**src/rtl/cla_nibble_serial_adder.sv**
```systemverilog
// Nibble-serial WIDTH-bit adder built around a 4-bit carry-lookahead slice.
// Operands are accepted on one handshake, summed LSB nibble first, and returned on a second handshake.

module cla4 (
    input  logic [3:0] a,
    input  logic [3:0] b,
    input  logic       cin,
    output logic [3:0] so,
    output logic       co
);
    logic [3:0] p;
    logic [3:0] g;
    logic [4:0] c;

    // Carries come from flattened generate/propagate terms, not a ripple chain.
    always_comb begin
        p    = a ^ b;
        g    = a & b;
        c[0] = cin;
        c[1] = g[0] | (p[0] & cin);
        c[2] = g[1] | (p[1] & g[0]) | (p[1] & p[0] & cin);
        c[3] = g[2] | (p[2] & g[1]) | (p[2] & p[1] & g[0]) | (p[2] & p[1] & p[0] & cin);
        c[4] = g[3] | (p[3] & g[2]) | (p[3] & p[2] & g[1]) | (p[3] & p[2] & p[1] & g[0])
             | (p[3] & p[2] & p[1] & p[0] & cin);
        so   = p ^ c[3:0];
        co   = c[4];
    end
endmodule

module cla_nibble_serial_adder #(
    parameter int WIDTH = 16
) (
    input  logic             clk,
    input  logic             rst,
    input  logic             in_valid,
    output logic             in_ready,
    input  logic [WIDTH-1:0] a,
    input  logic [WIDTH-1:0] b,
    input  logic             cin,
    output logic             out_valid,
    input  logic             out_ready,
    output logic [WIDTH-1:0] sum,
    output logic             cout,
    output logic             overflow
);
    localparam int NIB   = WIDTH / 4;
    localparam int IDX_W = (NIB > 1) ? $clog2(NIB) : 1;
    localparam logic [IDX_W-1:0] LAST_IDX = IDX_W'(NIB - 1);

    typedef enum logic [1:0] {
        IDLE = 2'd0,
        RUN  = 2'd1,
        DONE = 2'd2
    } state_t;

    state_t             state_q, state_d;
    logic [IDX_W-1:0]   idx_q, idx_d;
    logic               carry_q, carry_d;
    logic [WIDTH-1:0]   a_q, a_d;
    logic [WIDTH-1:0]   b_q, b_d;
    logic [WIDTH-1:0]   sum_q, sum_d;
    logic               cout_q, cout_d;
    logic               ovf_q, ovf_d;

    logic [3:0]         cla_a;
    logic [3:0]         cla_b;
    logic [3:0]         cla_so;
    logic               cla_co;

    assign cla_a = a_q[4*idx_q +: 4];
    assign cla_b = b_q[4*idx_q +: 4];

    cla4 u_cla (
        .a   (cla_a),
        .b   (cla_b),
        .cin (carry_q),
        .so  (cla_so),
        .co  (cla_co)
    );

    always_comb begin
        state_d = state_q;
        idx_d   = idx_q;
        carry_d = carry_q;
        a_d     = a_q;
        b_d     = b_q;
        sum_d   = sum_q;
        cout_d  = cout_q;
        ovf_d   = ovf_q;
        case (state_q)
            IDLE: begin
                if (in_valid) begin
                    a_d     = a;
                    b_d     = b;
                    carry_d = cin;
                    idx_d   = '0;
                    state_d = RUN;
                end
            end
            RUN: begin
                sum_d[4*idx_q +: 4] = cla_so;
                carry_d             = cla_co;
                if (idx_q == LAST_IDX) begin
                    cout_d  = cla_co;
                    // Last nibble's top bit is the sum MSB being written this edge.
                    ovf_d   = (a_q[WIDTH-1] == b_q[WIDTH-1]) && (cla_so[3] != a_q[WIDTH-1]);
                    state_d = DONE;
                end else begin
                    idx_d = idx_q + IDX_W'(1);
                end
            end
            DONE: begin
                if (out_ready) begin
                    state_d = IDLE;
                end
            end
            default: state_d = IDLE;
        endcase
    end

    always_ff @(posedge clk) begin
        if (rst) begin
            state_q <= IDLE;
            idx_q   <= '0;
            carry_q <= 1'b0;
            sum_q   <= '0;
            cout_q  <= 1'b0;
            ovf_q   <= 1'b0;
        end else begin
            state_q <= state_d;
            idx_q   <= idx_d;
            carry_q <= carry_d;
            sum_q   <= sum_d;
            cout_q  <= cout_d;
            ovf_q   <= ovf_d;
        end
    end

    // Operand registers are only meaningful after an accept, so they carry no reset.
    always_ff @(posedge clk) begin
        a_q <= a_d;
        b_q <= b_d;
    end

    assign in_ready  = (state_q == IDLE);
    assign out_valid = (state_q == DONE);
    assign sum       = sum_q;
    assign cout      = cout_q;
    assign overflow  = ovf_q;
endmodule

```
**config.mk**
```make
export PLATFORM = sky130hd
export DESIGN_NAME = cla_nibble_serial_adder
export DESIGN_NICKNAME = d
export VERILOG_FILES = /design/src/rtl/cla_nibble_serial_adder.sv
export SDC_FILE = /design/constraint.sdc
export NUM_CORES = 1
export LEC_CHECK = 0
export CAP_MARGIN = 20
export CORE_MARGIN = 8
export CORE_UTILIZATION = 53
export DETAILED_ROUTE_END_ITERATION = 8
export HOLD_SLACK_MARGIN = 0.1
export PLACE_DENSITY = 0.84
export SYNTH_ARGS = -nofsm -noshare
export SYNTH_HDL_FRONTEND = slang
export SYNTH_SLANG_ARGS = --single-unit
```
**constraint.sdc**
```tcl
create_clock -name clk -period 8.5 [get_ports clk]
set_clock_uncertainty 0.1 [all_clocks]
set_input_delay 1.7 -clock clk [delete_from_list [all_inputs] [get_ports clk]]
set_output_delay 1.7 -clock clk [all_outputs]
set_load 0.01 [all_outputs]
```
==> run_summary.xml, run 1 <==
<?xml version="1.0" encoding="UTF-8"?>
<metrics>
  <group name="run_status">
    <metric name="run_status" unit="">completed</metric>
  </group>
  <group name="setup_path">
    <metric name="critical_path.endpoint_type" unit="">output pin</metric>
    <metric name="regToRegEndpoint" unit="">overflow$_SDFFE_PP0P_</metric>
    <metric name="critical_path.slowest_cell" unit="">clkdlybuf4s50_1</metric>
    <metric name="cp.required" unit="ns">6.70</metric>
    <metric name="cp.arrival" unit="ns">1.58</metric>
    <metric name="worst_path_dominant_cell_family" unit="">buffers and inverters</metric>
    <metric name="rr_worst_depth" unit="">6</metric>
    <metric name="setup.reg_to_reg.worst_slack" unit="ns">5.27</metric>
    <metric name="r2r_start" unit="">idx_q[0]$_SDFFE_PP0P_</metric>
    <metric name="cpPeakStageDelay" unit="ns">0.56</metric>
    <metric name="cp_num_buf_inv" unit="">2</metric>
    <metric name="crit_path_cell_trace" unit="">inv_1 &gt; nor2_1 &gt; clkdlybuf4s50_1</metric>
    <metric name="critPathLaunchType" unit="">flop</metric>
    <metric name="worstSetupPathType" unit="">flop to output pin</metric>
    <metric name="critPathMaxFanout" unit="">9</metric>
  </group>
  <group name="power_and_ir_drop">
    <metric name="pwr_density_cell" unit="nW/um^2">176</metric>
    <metric name="fin_total_pwr" unit="W">0.000554</metric>
    <metric name="leakagePower" unit="nW">1.13</metric>
    <metric name="peakVddDrop" unit="uV">102</metric>
  </group>
  <group name="sta">
    <metric name="final_period_minus_worst_setup_slack" unit="ns">3.38</metric>
    <metric name="setup_viol" unit="">0</metric>
    <metric name="hold_viol_final" unit="">0</metric>
    <metric name="maxSlewHeadroom" unit="%">40.5</metric>
    <metric name="timing.fmax" unit="GHz">0.295</metric>
    <metric name="tcrit_tclk_final" unit="%">39.8</metric>
    <metric name="grt_setup_unrepaired" unit="">false</metric>
    <metric name="timing.setup.tns" unit="ns">0</metric>
    <metric name="tightest_slew" unit="ns">0.892</metric>
    <metric name="hold_slack" unit="ns">0.354</metric>
    <metric name="report.final.slew_viol_count" unit="">0</metric>
  </group>
  <group name="grt">
    <metric name="most_used_routing_layer_in_global_routing" unit="">met2</metric>
    <metric name="grt_start_max_net_pins" unit="">33</metric>
    <metric name="grt_overflow_total" unit="">0</metric>
    <metric name="grt_first_pass_wirelength" unit="mm">8.17</metric>
    <metric name="globalRouteMet2Util" unit="%">22.6</metric>
    <metric name="grt_use_met1" unit="%">17.5</metric>
    <metric name="grt_util_met3" unit="%">5.37</metric>
    <metric name="grt_pass1_vias" unit="">1626</metric>
    <metric name="grt_usage" unit="%">14.1</metric>
    <metric name="number_of_antenna_violations_at_the_first_check_in_global_routing" unit="">0</metric>
  </group>
  <group name="clocking">
    <metric name="setup_fix_buffers_added_after_clock_tree_synthesis" unit="">0</metric>
    <metric name="cts.sink_count" unit="">55</metric>
    <metric name="clk_root_buffer_cell" unit="">clkbuf_8</metric>
    <metric name="tritoncts.num_buffers" unit="">5</metric>
    <metric name="tritoncts_clock_tree" unit="">built</metric>
    <metric name="post_cts_sizing_count" unit="">0</metric>
    <metric name="clock_path_buffers" unit="">2</metric>
    <metric name="insertion_delay" unit="ns">0.30</metric>
    <metric name="ctsHoldBuffers" unit="">0</metric>
    <metric name="ctsHtreeMaxLevel" unit="">2</metric>
    <metric name="clk_pin_slew" unit="ns">0.09</metric>
  </group>
  <group name="cells_and_area">
    <metric name="area_growth_syn_to_layout" unit="%">30.5</metric>
    <metric name="proportion_of_layout_cells_with_a_drive_suffix_above_1" unit="%">11.3</metric>
    <metric name="layout_fillers" unit="">310</metric>
    <metric name="post-route-util" unit="%">72.2</metric>
    <metric name="final_cell_area" unit="sq um">3150</metric>
    <metric name="diodes" unit="">0</metric>
    <metric name="nets" unit="">279</metric>
    <metric name="layout.cells.most_common" unit="">clkdlybuf4s50_1</metric>
    <metric name="mostFrequentLayoutCells" unit="">clkdlybuf4s50_1, edfxtp_1, dfxtp_1</metric>
  </group>
  <group name="placement">
    <metric name="post_detailed_placement_cell_area" unit="sq um">3010</metric>
    <metric name="routabilityCongestion" unit="">0.826</metric>
    <metric name="detailedPlacementHpwl" unit="mm">3.72</metric>
    <metric name="buffer_ports.inserted" unit="">56</metric>
  </group>
  <group name="logic_synthesis">
    <metric name="post_synthesis_average_cell_area" unit="sq um">14.1</metric>
    <metric name="synth_nets" unit="">220</metric>
    <metric name="synth_sequential_area_ratio" unit="%">59.0</metric>
    <metric name="complex_gate_fraction_of_the_synthesized_area" unit="%">10.1</metric>
    <metric name="synth.mux.area_fraction" unit="%">8.36</metric>
    <metric name="synth_edf_count" unit="">32</metric>
    <metric name="synthCells" unit="">171</metric>
    <metric name="xor_xnor_cell_area_share_of_the_yosys_netlist" unit="%">0.363</metric>
    <metric name="yosys.area_share.adder" unit="%">6.54</metric>
    <metric name="synth_area" unit="sq um">2410</metric>
    <metric name="synth-main-ff-cell" unit="">edfxtp_1</metric>
    <metric name="synth.distinct_cells" unit="">39</metric>
    <metric name="async_reset_ff_share" unit="%">0</metric>
    <metric name="combinational_family_with_the_most_area_after_synthesis" unit="">simple AND/OR/NAND/NOR gates</metric>
    <metric name="ys_warn_count" unit="">0</metric>
    <metric name="post_synth_and_or_nand_nor_area_fraction" unit="%">13.7</metric>
    <metric name="ys_ff_latch" unit="">55</metric>
  </group>
  <group name="worst_hold_path">
    <metric name="worstHoldPathType" unit="">flop to flop</metric>
    <metric name="hold-path-endpoint" unit="">sum[11]$_SDFFE_PP0P_</metric>
    <metric name="timing.hold.worst.start" unit="">sum[11]$_SDFFE_PP0P_</metric>
    <metric name="min_delay_path_depth" unit="">2</metric>
  </group>
  <group name="die">
    <metric name="row_count" unit="">24</metric>
    <metric name="die_height" unit="um">83.4</metric>
    <metric name="io_pins" unit="">57</metric>
    <metric name="chipWidth" unit="um">83.4</metric>
    <metric name="start_util" unit="%">55.3</metric>
    <metric name="floorplan_core_area" unit="sq um">4350</metric>
    <metric name="dieArea" unit="sq um">6960</metric>
  </group>
  <group name="route">
    <metric name="route.detailed.wl_per_inst" unit="um">17.2</metric>
    <metric name="drt_drc_violations_left" unit="">0</metric>
    <metric name="firstDrtPassIters" unit="">4</metric>
    <metric name="via_per_inst" unit="">5.76</metric>
    <metric name="total_via_count_after_detailed_routing" unit="">1629</metric>
    <metric name="detailedRoute.firstIterationViolations" unit="">162</metric>
    <metric name="finalWirelength" unit="mm">4.87</metric>
    <metric name="drtAntennaViolNets" unit="">0</metric>
  </group>
  <group name="run">
    <metric name="maxCapViolations" unit="">0</metric>
  </group>
</metrics>
-- metrics by stage --
step	setup WS [ns]	std cells
after global routing	4.97	283
after floorplan	5.62	171
after global placement	4.91	274
after detailed placement	4.84	274
after CTS	5.11	282
final	5.12	283
-- tightest hold or removal path, stage by stage, from the launching register on --
cell and delay [ns]:
dfxtp_1 0.32, nand2_1 0.05, a21oi_1 0.05
-- Yosys cell counts (3+ instances only) --
cell type | count | area [sq um]
nand2_1 | 7 | 26.3
a32oi_1 | 4 | 35.0
edfxtp_1 | 32 | 961
a22oi_1 | 10 | 75.1
dfxtp_1 | 23 | 460
ha_1 | 11 | 138
a21oi_1 | 6 | 30.0
inv_1 | 6 | 22.5
nand4_1 | 5 | 31.3
nor2_1 | 22 | 82.6
clkbuf_1 | 3 | 11.3
a211oi_1 | 3 | 22.5
mux4_2 | 8 | 180
-- per-layer routing --
layer	vias to the layer above	share of wire [%]
li1	782	-
met1	779	41
met2	60	50
met3	8	8.4
met4	0	1.2
met5	-	0
-- state kept, by name (all words and copies together) (netlist names) --
| signal | cells |
|---|---|
| carry_q | 1 |
| a_q | 16 |
| cout | 1 |
| b_q | 16 |
| idx_q | 2 |
| overflow | 1 |
| state_q | 2 |
| sum | 16 |
-- worst max-delay path by stage --
stage / end / slack, ns / start / cells past startpoint
after detailed placement: a_q[13]$_DFFE_PP_ / 4.84 / in_valid / 3
final: out_valid / 5.12 / state_q[1]$_SDFFE_PP0P_ / 3
after global routing: out_valid / 4.97 / state_q[1]$_SDFFE_PP0P_ / 3
after global placement: a_q[1]$_DFFE_PP_ / 4.91 / in_valid / 3
after floorplan: a_q[0]$_DFFE_PP_ / 5.62 / in_valid / 2
after CTS: out_valid / 5.11 / state_q[1]$_SDFFE_PP0P_ / 3
-- kinds of logic (layout without fill, tap and decap cells) --
| group | count (synthesis) | in the layout |
|---|---|---|
| flip-flops | 55 | 55 |
| multiplexers | 10 | 10 |
| AO/OA/AOI/OAI | 34 | 34 |
| XOR/XNOR | 1 | 1 |
| AND/OR/NAND/NOR | 48 | 48 |
| adder cells (fa/ha/maj) | 12 | 12 |
| buffers and inverters | 11 | 71 |
-- power by group --
group	leakage (nW)	switching (W)	internal [W]
Clock	0.0524	0.0000775	0.0000882
Combinational	0.585	0.0000406	0.0000444
Sequential	0.491	0.00000892	0.000295
Total	1.13	0.000127	0.000427
-- cell type report --
class | instances | area, sq um | share of cell area [%]
Sequential cell | 55 | 1420 | 45.2
Clock inverter | 1 | 30.0 | 0.955
Inverter | 6 | 22.5 | 0.716
Multi-Input combinational cell | 105 | 942 | 30.0
Tap cell | 52 | 65.1 | 2.07
Timing Repair Buffer | 57 | 588 | 18.7
Clock buffer | 7 | 76.3 | 2.43
Power figures use the tool's default switching activity.
==> run 2: changes to the inputs <==
--- a/config.mk
+++ b/config.mk
@@ -7,10 +7,10 @@
 export LEC_CHECK = 0
 export CAP_MARGIN = 20
 export CORE_MARGIN = 8
-export CORE_UTILIZATION = 53
+export CORE_UTILIZATION = 44
 export DETAILED_ROUTE_END_ITERATION = 8
 export HOLD_SLACK_MARGIN = 0.1
-export PLACE_DENSITY = 0.84
+export PLACE_DENSITY = 0.75
 export SYNTH_ARGS = -nofsm -noshare
 export SYNTH_HDL_FRONTEND = slang
 export SYNTH_SLANG_ARGS = --single-unit
==> constraint.sdc (replaced) <==
create_clock -name clk -period 2.91 [get_ports clk]
set_clock_uncertainty 0.1 [all_clocks]
set_input_delay 0.582 -clock clk [delete_from_list [all_inputs] [get_ports clk]]
set_output_delay 0.582 -clock clk [all_outputs]
set_load 0.01 [all_outputs]
==> run 2 against run 1 <==
- critical endpoint is now overflow$_SDFFE_PP0P_
- clock-buffer cell count decreased by 1
- sequential power increased to 2.9 times the previous value
- setup slack got worse by 4.8 ns
- global-route usage decreased by 2.1 points
==> run_summary.xml, run 2 (synthesis results as in run 1) <==
<?xml version="1.0" encoding="UTF-8"?>
<metrics>
  <group name="die">
    <metric name="start_util" unit="%">44.6</metric>
    <metric name="die_height" unit="um">90.0</metric>
    <metric name="floorplan_core_area" unit="sq um">5410</metric>
    <metric name="row_count" unit="">27</metric>
    <metric name="chipWidth" unit="um">90.0</metric>
    <metric name="dieArea" unit="sq um">8100</metric>
    <metric name="io_pins" unit="">57</metric>
  </group>
  <group name="grt">
    <metric name="grt_start_max_net_pins" unit="">33</metric>
    <metric name="grt_first_pass_wirelength" unit="mm">8.02</metric>
    <metric name="grt_usage" unit="%">12.0</metric>
    <metric name="number_of_antenna_violations_at_the_first_check_in_global_routing" unit="">0</metric>
    <metric name="grt_pass1_vias" unit="">1648</metric>
    <metric name="grt_overflow_total" unit="">0</metric>
  </group>
  <group name="clocking">
    <metric name="clk_pin_slew" unit="ns">0.10</metric>
    <metric name="cts.sink_count" unit="">55</metric>
    <metric name="ctsHtreeMaxLevel" unit="">2</metric>
    <metric name="tritoncts_clock_tree" unit="">built</metric>
    <metric name="setup_fix_buffers_added_after_clock_tree_synthesis" unit="">0</metric>
    <metric name="clock_path_buffers" unit="">2</metric>
    <metric name="insertion_delay" unit="ns">0.31</metric>
    <metric name="tritoncts.num_buffers" unit="">5</metric>
    <metric name="clk_root_buffer_cell" unit="">clkbuf_8</metric>
    <metric name="post_cts_sizing_count" unit="">0</metric>
    <metric name="ctsHoldBuffers" unit="">0</metric>
  </group>
  <group name="setup_path">
    <metric name="critical_path.endpoint_type" unit="">flop</metric>
    <metric name="cp.required" unit="ns">3.02</metric>
    <metric name="cp.arrival" unit="ns">2.73</metric>
    <metric name="critPathLaunchType" unit="">flop</metric>
    <metric name="setup.reg_to_reg.worst_slack" unit="ns">0.29</metric>
    <metric name="worstSetupPathType" unit="">flop to flop</metric>
    <metric name="critPathMaxFanout" unit="">13</metric>
  </group>
  <group name="cells_and_area">
    <metric name="nets" unit="">282</metric>
    <metric name="post-route-util" unit="%">58.3</metric>
    <metric name="layout.cells.most_common" unit="">clkdlybuf4s50_1</metric>
    <metric name="proportion_of_layout_cells_with_a_drive_suffix_above_1" unit="%">12.8</metric>
    <metric name="mostFrequentLayoutCells" unit="">clkdlybuf4s50_1, edfxtp_1, dfxtp_1</metric>
    <metric name="layout_fillers" unit="">455</metric>
    <metric name="diodes" unit="">0</metric>
    <metric name="area_growth_syn_to_layout" unit="%">30.8</metric>
    <metric name="final_cell_area" unit="sq um">3150</metric>
  </group>
  <group name="run_status">
    <metric name="run_status" unit="">completed</metric>
  </group>
  <group name="sta">
    <metric name="setup_viol" unit="">0</metric>
    <metric name="final_period_minus_worst_setup_slack" unit="ns">2.62</metric>
    <metric name="timing.setup.tns" unit="ns">0</metric>
    <metric name="tcrit_tclk_final" unit="%">89.9</metric>
    <metric name="timing.fmax" unit="GHz">0.382</metric>
    <metric name="fin_ws" unit="ns">0.295</metric>
    <metric name="hold_viol_final" unit="">0</metric>
    <metric name="maxSlewHeadroom" unit="%">43.6</metric>
    <metric name="tightest_slew" unit="ns">0.843</metric>
    <metric name="grt_setup_unrepaired" unit="">false</metric>
    <metric name="report.final.slew_viol_count" unit="">0</metric>
  </group>
  <group name="power_and_ir_drop">
    <metric name="peakVddDrop" unit="uV">368</metric>
    <metric name="pwr_density_cell" unit="nW/um^2">489</metric>
    <metric name="leakagePower" unit="nW">1.12</metric>
  </group>
  <group name="placement">
    <metric name="detailedPlacementHpwl" unit="mm">3.66</metric>
    <metric name="place_worst_setup_slack" unit="ns">0.293</metric>
    <metric name="buffer_ports.inserted" unit="">56</metric>
    <metric name="routabilityCongestion" unit="">0.817</metric>
    <metric name="post_detailed_placement_cell_area" unit="sq um">3070</metric>
  </group>
  <group name="route">
    <metric name="drt_drc_violations_left" unit="">0</metric>
    <metric name="route.detailed.wl_per_inst" unit="um">15.6</metric>
    <metric name="drtAntennaViolNets" unit="">0</metric>
    <metric name="firstDrtPassIters" unit="">4</metric>
    <metric name="via_per_inst" unit="">5.19</metric>
    <metric name="total_via_count_after_detailed_routing" unit="">1588</metric>
    <metric name="finalWirelength" unit="mm">4.78</metric>
    <metric name="detailedRoute.firstIterationViolations" unit="">39</metric>
  </group>
  <group name="run">
    <metric name="maxCapViolations" unit="">0</metric>
  </group>
  <group name="worst_hold_path">
    <metric name="worstHoldPathType" unit="">flop to flop</metric>
  </group>
</metrics>
run 2: path summary, 6_finish.rpt:
check | end | cells after the start | startpoint
min reg2reg | sum[3]$_SDFFE_PP0P_ | 2 | sum[3]$_SDFFE_PP0P_
max | overflow$_SDFFE_PP0P_ | 7 | idx_q[0]$_SDFFE_PP0P_
min | sum[3]$_SDFFE_PP0P_ | 2 | sum[3]$_SDFFE_PP0P_
max reg2reg | overflow$_SDFFE_PP0P_ | 7 | idx_q[0]$_SDFFE_PP0P_
run 2: cell type report:
cell class / count / area (sq um) / share of cell area (%)
flip-flops and latches: 55 / 1420 / 45.1
multi-input cells: 105 / 942 / 29.9
repair buffers: 60 / 591 / 18.7
well taps: 72 / 90.1 / 2.86
clock buffers: 6 / 72.6 / 2.30
inverters: 6 / 22.5 / 0.715
clock inverters: 2 / 12.5 / 0.397
run 2: power by group:
group          internal, W  total (W)  switching (W)  leakage (nW)
Clock             0.000168   0.000406       0.000238        0.0374
Sequential        0.000861   0.000880      0.0000192         0.491
Combinational     0.000131   0.000255       0.000124         0.593
run 2: metal layers:
metal / part of all wire [%] / wire (um) / GRT usage (%)
met1: 45 / 2150 / 15.0
met2: 47 / 2240 / 18.5
met3: 7.1 / 339 / 5.07
met4: 0.98 / 47 / 3.33
met5: 0 / 0 / 0
run 2: critical path: stages, from the launching register on:
cell,delay (ns)
dfxtp_1,0.40
buf_4,0.27
mux4_2,0.53
ha_1,0.37
o21ai_0,0.23
o21ai_1,0.13
a31o_2,0.26
a311oi_1,0.24
run 2: metrics by stage:
stage / power [W] / hold slack [ns] / cells
2_1_floorplan: 0.00105 / 0.376 / 171
3_3_place_gp: 0.00115 / 0.339 / 298
3_5_place_dp: 0.00115 / 0.348 / 298
4_1_cts: 0.00155 / 0.363 / 306
5_1_grt: 0.00161 / 0.387 / 306
6_report: 0.00154 / 0.358 / 306
==> run 3: changes to the inputs <==
--- a/config.mk
+++ b/config.mk
@@ -10,7 +10,7 @@
 export CORE_UTILIZATION = 44
 export DETAILED_ROUTE_END_ITERATION = 8
 export HOLD_SLACK_MARGIN = 0.1
-export PLACE_DENSITY = 0.75
+export PLACE_DENSITY = 0.72
 export SYNTH_ARGS = -nofsm -noshare
 export SYNTH_HDL_FRONTEND = slang
 export SYNTH_SLANG_ARGS = --single-unit
==> run 3 against run 2 <==
- non-clock buffer count stayed put
- global-route usage is 0.15 points lower
- clock power hardly changed
- first-iteration DRC count is 79% higher
- largest power group unchanged
- utilization stayed put
- setup slack worse by 0.061 ns
- final cell count stayed put
- largest cell class unchanged
- die area stayed put
- hold slack better by 0.0037 ns
- sequential share of layout area stayed put
- design area stayed put
==> run_summary.xml, run 3 (synthesis results as in run 1) <==
<?xml version="1.0" encoding="UTF-8"?>
<metrics>
  <group name="route">
    <metric name="firstDrtPassIters" unit="">4</metric>
    <metric name="route.detailed.wl_per_inst" unit="um">15.3</metric>
    <metric name="detailedRoute.firstIterationViolations" unit="">70</metric>
    <metric name="finalWirelength" unit="mm">4.70</metric>
    <metric name="via_per_inst" unit="">5.22</metric>
    <metric name="drt_drc_violations_left" unit="">0</metric>
    <metric name="total_via_count_after_detailed_routing" unit="">1596</metric>
    <metric name="drtAntennaViolNets" unit="">0</metric>
  </group>
  <group name="die">
    <metric name="row_count" unit="">27</metric>
    <metric name="chipWidth" unit="um">90.0</metric>
    <metric name="die_height" unit="um">90.0</metric>
    <metric name="start_util" unit="%">44.6</metric>
    <metric name="dieArea" unit="sq um">8100</metric>
    <metric name="io_pins" unit="">57</metric>
    <metric name="floorplan_core_area" unit="sq um">5410</metric>
  </group>
  <group name="grt">
    <metric name="grt_first_pass_wirelength" unit="mm">7.98</metric>
    <metric name="grt_overflow_total" unit="">0</metric>
    <metric name="number_of_antenna_violations_at_the_first_check_in_global_routing" unit="">0</metric>
    <metric name="grt_start_max_net_pins" unit="">33</metric>
    <metric name="grt_usage" unit="%">11.9</metric>
    <metric name="grt_pass1_vias" unit="">1675</metric>
  </group>
  <group name="power_and_ir_drop">
    <metric name="pwr_density_cell" unit="nW/um^2">487</metric>
    <metric name="leakagePower" unit="nW">1.12</metric>
    <metric name="peakVddDrop" unit="uV">370</metric>
    <metric name="fin_total_pwr" unit="W">0.00154</metric>
  </group>
  <group name="clocking">
    <metric name="setup_fix_buffers_added_after_clock_tree_synthesis" unit="">0</metric>
    <metric name="clk_pin_slew" unit="ns">0.10</metric>
    <metric name="ctsHtreeMaxLevel" unit="">2</metric>
    <metric name="clock_path_buffers" unit="">2</metric>
    <metric name="clk_root_buffer_cell" unit="">clkbuf_8</metric>
    <metric name="ctsHoldBuffers" unit="">0</metric>
    <metric name="cts.sink_count" unit="">55</metric>
    <metric name="tritoncts.num_buffers" unit="">5</metric>
    <metric name="tritoncts_clock_tree" unit="">built</metric>
    <metric name="post_cts_sizing_count" unit="">0</metric>
    <metric name="insertion_delay" unit="ns">0.31</metric>
  </group>
  <group name="cells_and_area">
    <metric name="nets" unit="">282</metric>
    <metric name="area_growth_syn_to_layout" unit="%">30.8</metric>
    <metric name="diodes" unit="">0</metric>
    <metric name="mostFrequentLayoutCells" unit="">clkdlybuf4s50_1, edfxtp_1, dfxtp_1</metric>
    <metric name="layout.area.seq" unit="sq um">1420</metric>
    <metric name="layout_fillers" unit="">452</metric>
    <metric name="proportion_of_layout_cells_with_a_drive_suffix_above_1" unit="%">12.8</metric>
    <metric name="multi_input_area" unit="sq um">942</metric>
    <metric name="layout.cells.most_common" unit="">clkdlybuf4s50_1</metric>
  </group>
  <group name="sta">
    <metric name="maxSlewHeadroom" unit="%">44.4</metric>
    <metric name="tcrit_tclk_final" unit="%">92.0</metric>
    <metric name="report.final.slew_viol_count" unit="">0</metric>
    <metric name="tightest_slew" unit="ns">0.831</metric>
    <metric name="hold_viol_final" unit="">0</metric>
    <metric name="setup_viol" unit="">0</metric>
    <metric name="timing.setup.tns" unit="ns">0</metric>
    <metric name="timing.fmax" unit="GHz">0.374</metric>
    <metric name="final_period_minus_worst_setup_slack" unit="ns">2.68</metric>
    <metric name="grt_setup_unrepaired" unit="">false</metric>
  </group>
  <group name="setup_path">
    <metric name="cpPeakStageDelay" unit="ns">0.51</metric>
    <metric name="r2r_start" unit="">idx_q[0]$_SDFFE_PP0P_</metric>
    <metric name="critPathMaxFanout" unit="">7</metric>
    <metric name="worstSetupPathType" unit="">flop to flop</metric>
    <metric name="worst_path_dominant_cell_family" unit="">compound AO/OA/AOI/OAI gates</metric>
    <metric name="cp.arrival" unit="ns">2.79</metric>
    <metric name="critical_path.slowest_cell" unit="">dfxtp_1</metric>
    <metric name="crit_path_cell_trace" unit="">buf_4 &gt; mux4_2 &gt; ha_1 &gt; o21ai_0 &gt; o21ai_1 &gt; a31o_2 &gt; a311oi_1</metric>
    <metric name="critPathLaunchType" unit="">flop</metric>
    <metric name="critical_path.endpoint_type" unit="">flop</metric>
    <metric name="worst_setup_path_startpoint" unit="">idx_q[0]$_SDFFE_PP0P_</metric>
    <metric name="cp_num_buf_inv" unit="">1</metric>
    <metric name="cp.required" unit="ns">3.02</metric>
  </group>
  <group name="placement">
    <metric name="buffer_ports.inserted" unit="">56</metric>
    <metric name="routabilityCongestion" unit="">0.771</metric>
    <metric name="detailedPlacementHpwl" unit="mm">3.66</metric>
  </group>
  <group name="worst_hold_path">
    <metric name="worstHoldPathType" unit="">flop to flop</metric>
    <metric name="timing.hold.worst.start" unit="">sum[15]$_SDFFE_PP0P_</metric>
  </group>
  <group name="run">
    <metric name="maxCapViolations" unit="">0</metric>
  </group>
  <group name="run_status">
    <metric name="run_status" unit="">completed</metric>
  </group>
</metrics>
-- run 3: cell counts in the layout (fill, tap and decap cells not counted) --
Identical to the previous run, type by type.
-- run 3: stage by stage --
step | utilization, % | cells | hold slack, ns | setup slack (ns) | cell area (sq um)
floorplan | - | 171 | 0.376 | 0.182 | 2410
global placement | 56.7 | 298 | 0.340 | 0.286 | 3070
detailed placement | 56.7 | 298 | 0.348 | 0.217 | 3070
CTS | 58.3 | 306 | 0.362 | 0.212 | 3150
global route | 58.3 | 306 | 0.394 | 0.0615 | 3150
finish | 58.3 | 306 | 0.362 | 0.234 | 3150
-- run 3: path summary, 6_finish.rpt --
kind	slack (ns)	depth (start not counted)	endpoint
max reg2reg	0.23	7	overflow$_SDFFE_PP0P_
max	0.23	7	overflow$_SDFFE_PP0P_
min reg2reg	0.36	2	sum[15]$_SDFFE_PP0P_
min	0.36	2	sum[15]$_SDFFE_PP0P_
-- run 3: final cells by class --
type,instances,area share (%)
timing repair buffer,60,18.7
inverter,6,0.715
multi-input combinational,105,29.9
clock buffer,6,2.30
clock inverter,2,0.397
sequential,55,45.1
tap,72,2.86
-- run 3: routing by layer --
layer	vias up	track usage (%)	part of all wire, %
li1	785	-	-
met2	56	19.3	49
met3	6	4.90	8.5
met5	-	0	0
met4	0	3.05	1.1
met1	749	14.1	42
-- run 3: report_power, final --
part	total [W]	leakage (nW)	switching, W	internal (W)
logic	0.000250	0.593	0.000118	0.000132
registers	0.000883	0.491	0.0000217	0.000861
clock network	0.000403	0.0374	0.000235	0.000168
-- run 3: worst min-delay path, delay by kind of cell, from the launching register on --
kind             cells  cell delay (ns)
AND/OR/NAND/NOR      1             0.05
flip-flops           1             0.32
AO/OA/AOI/OAI        1             0.05
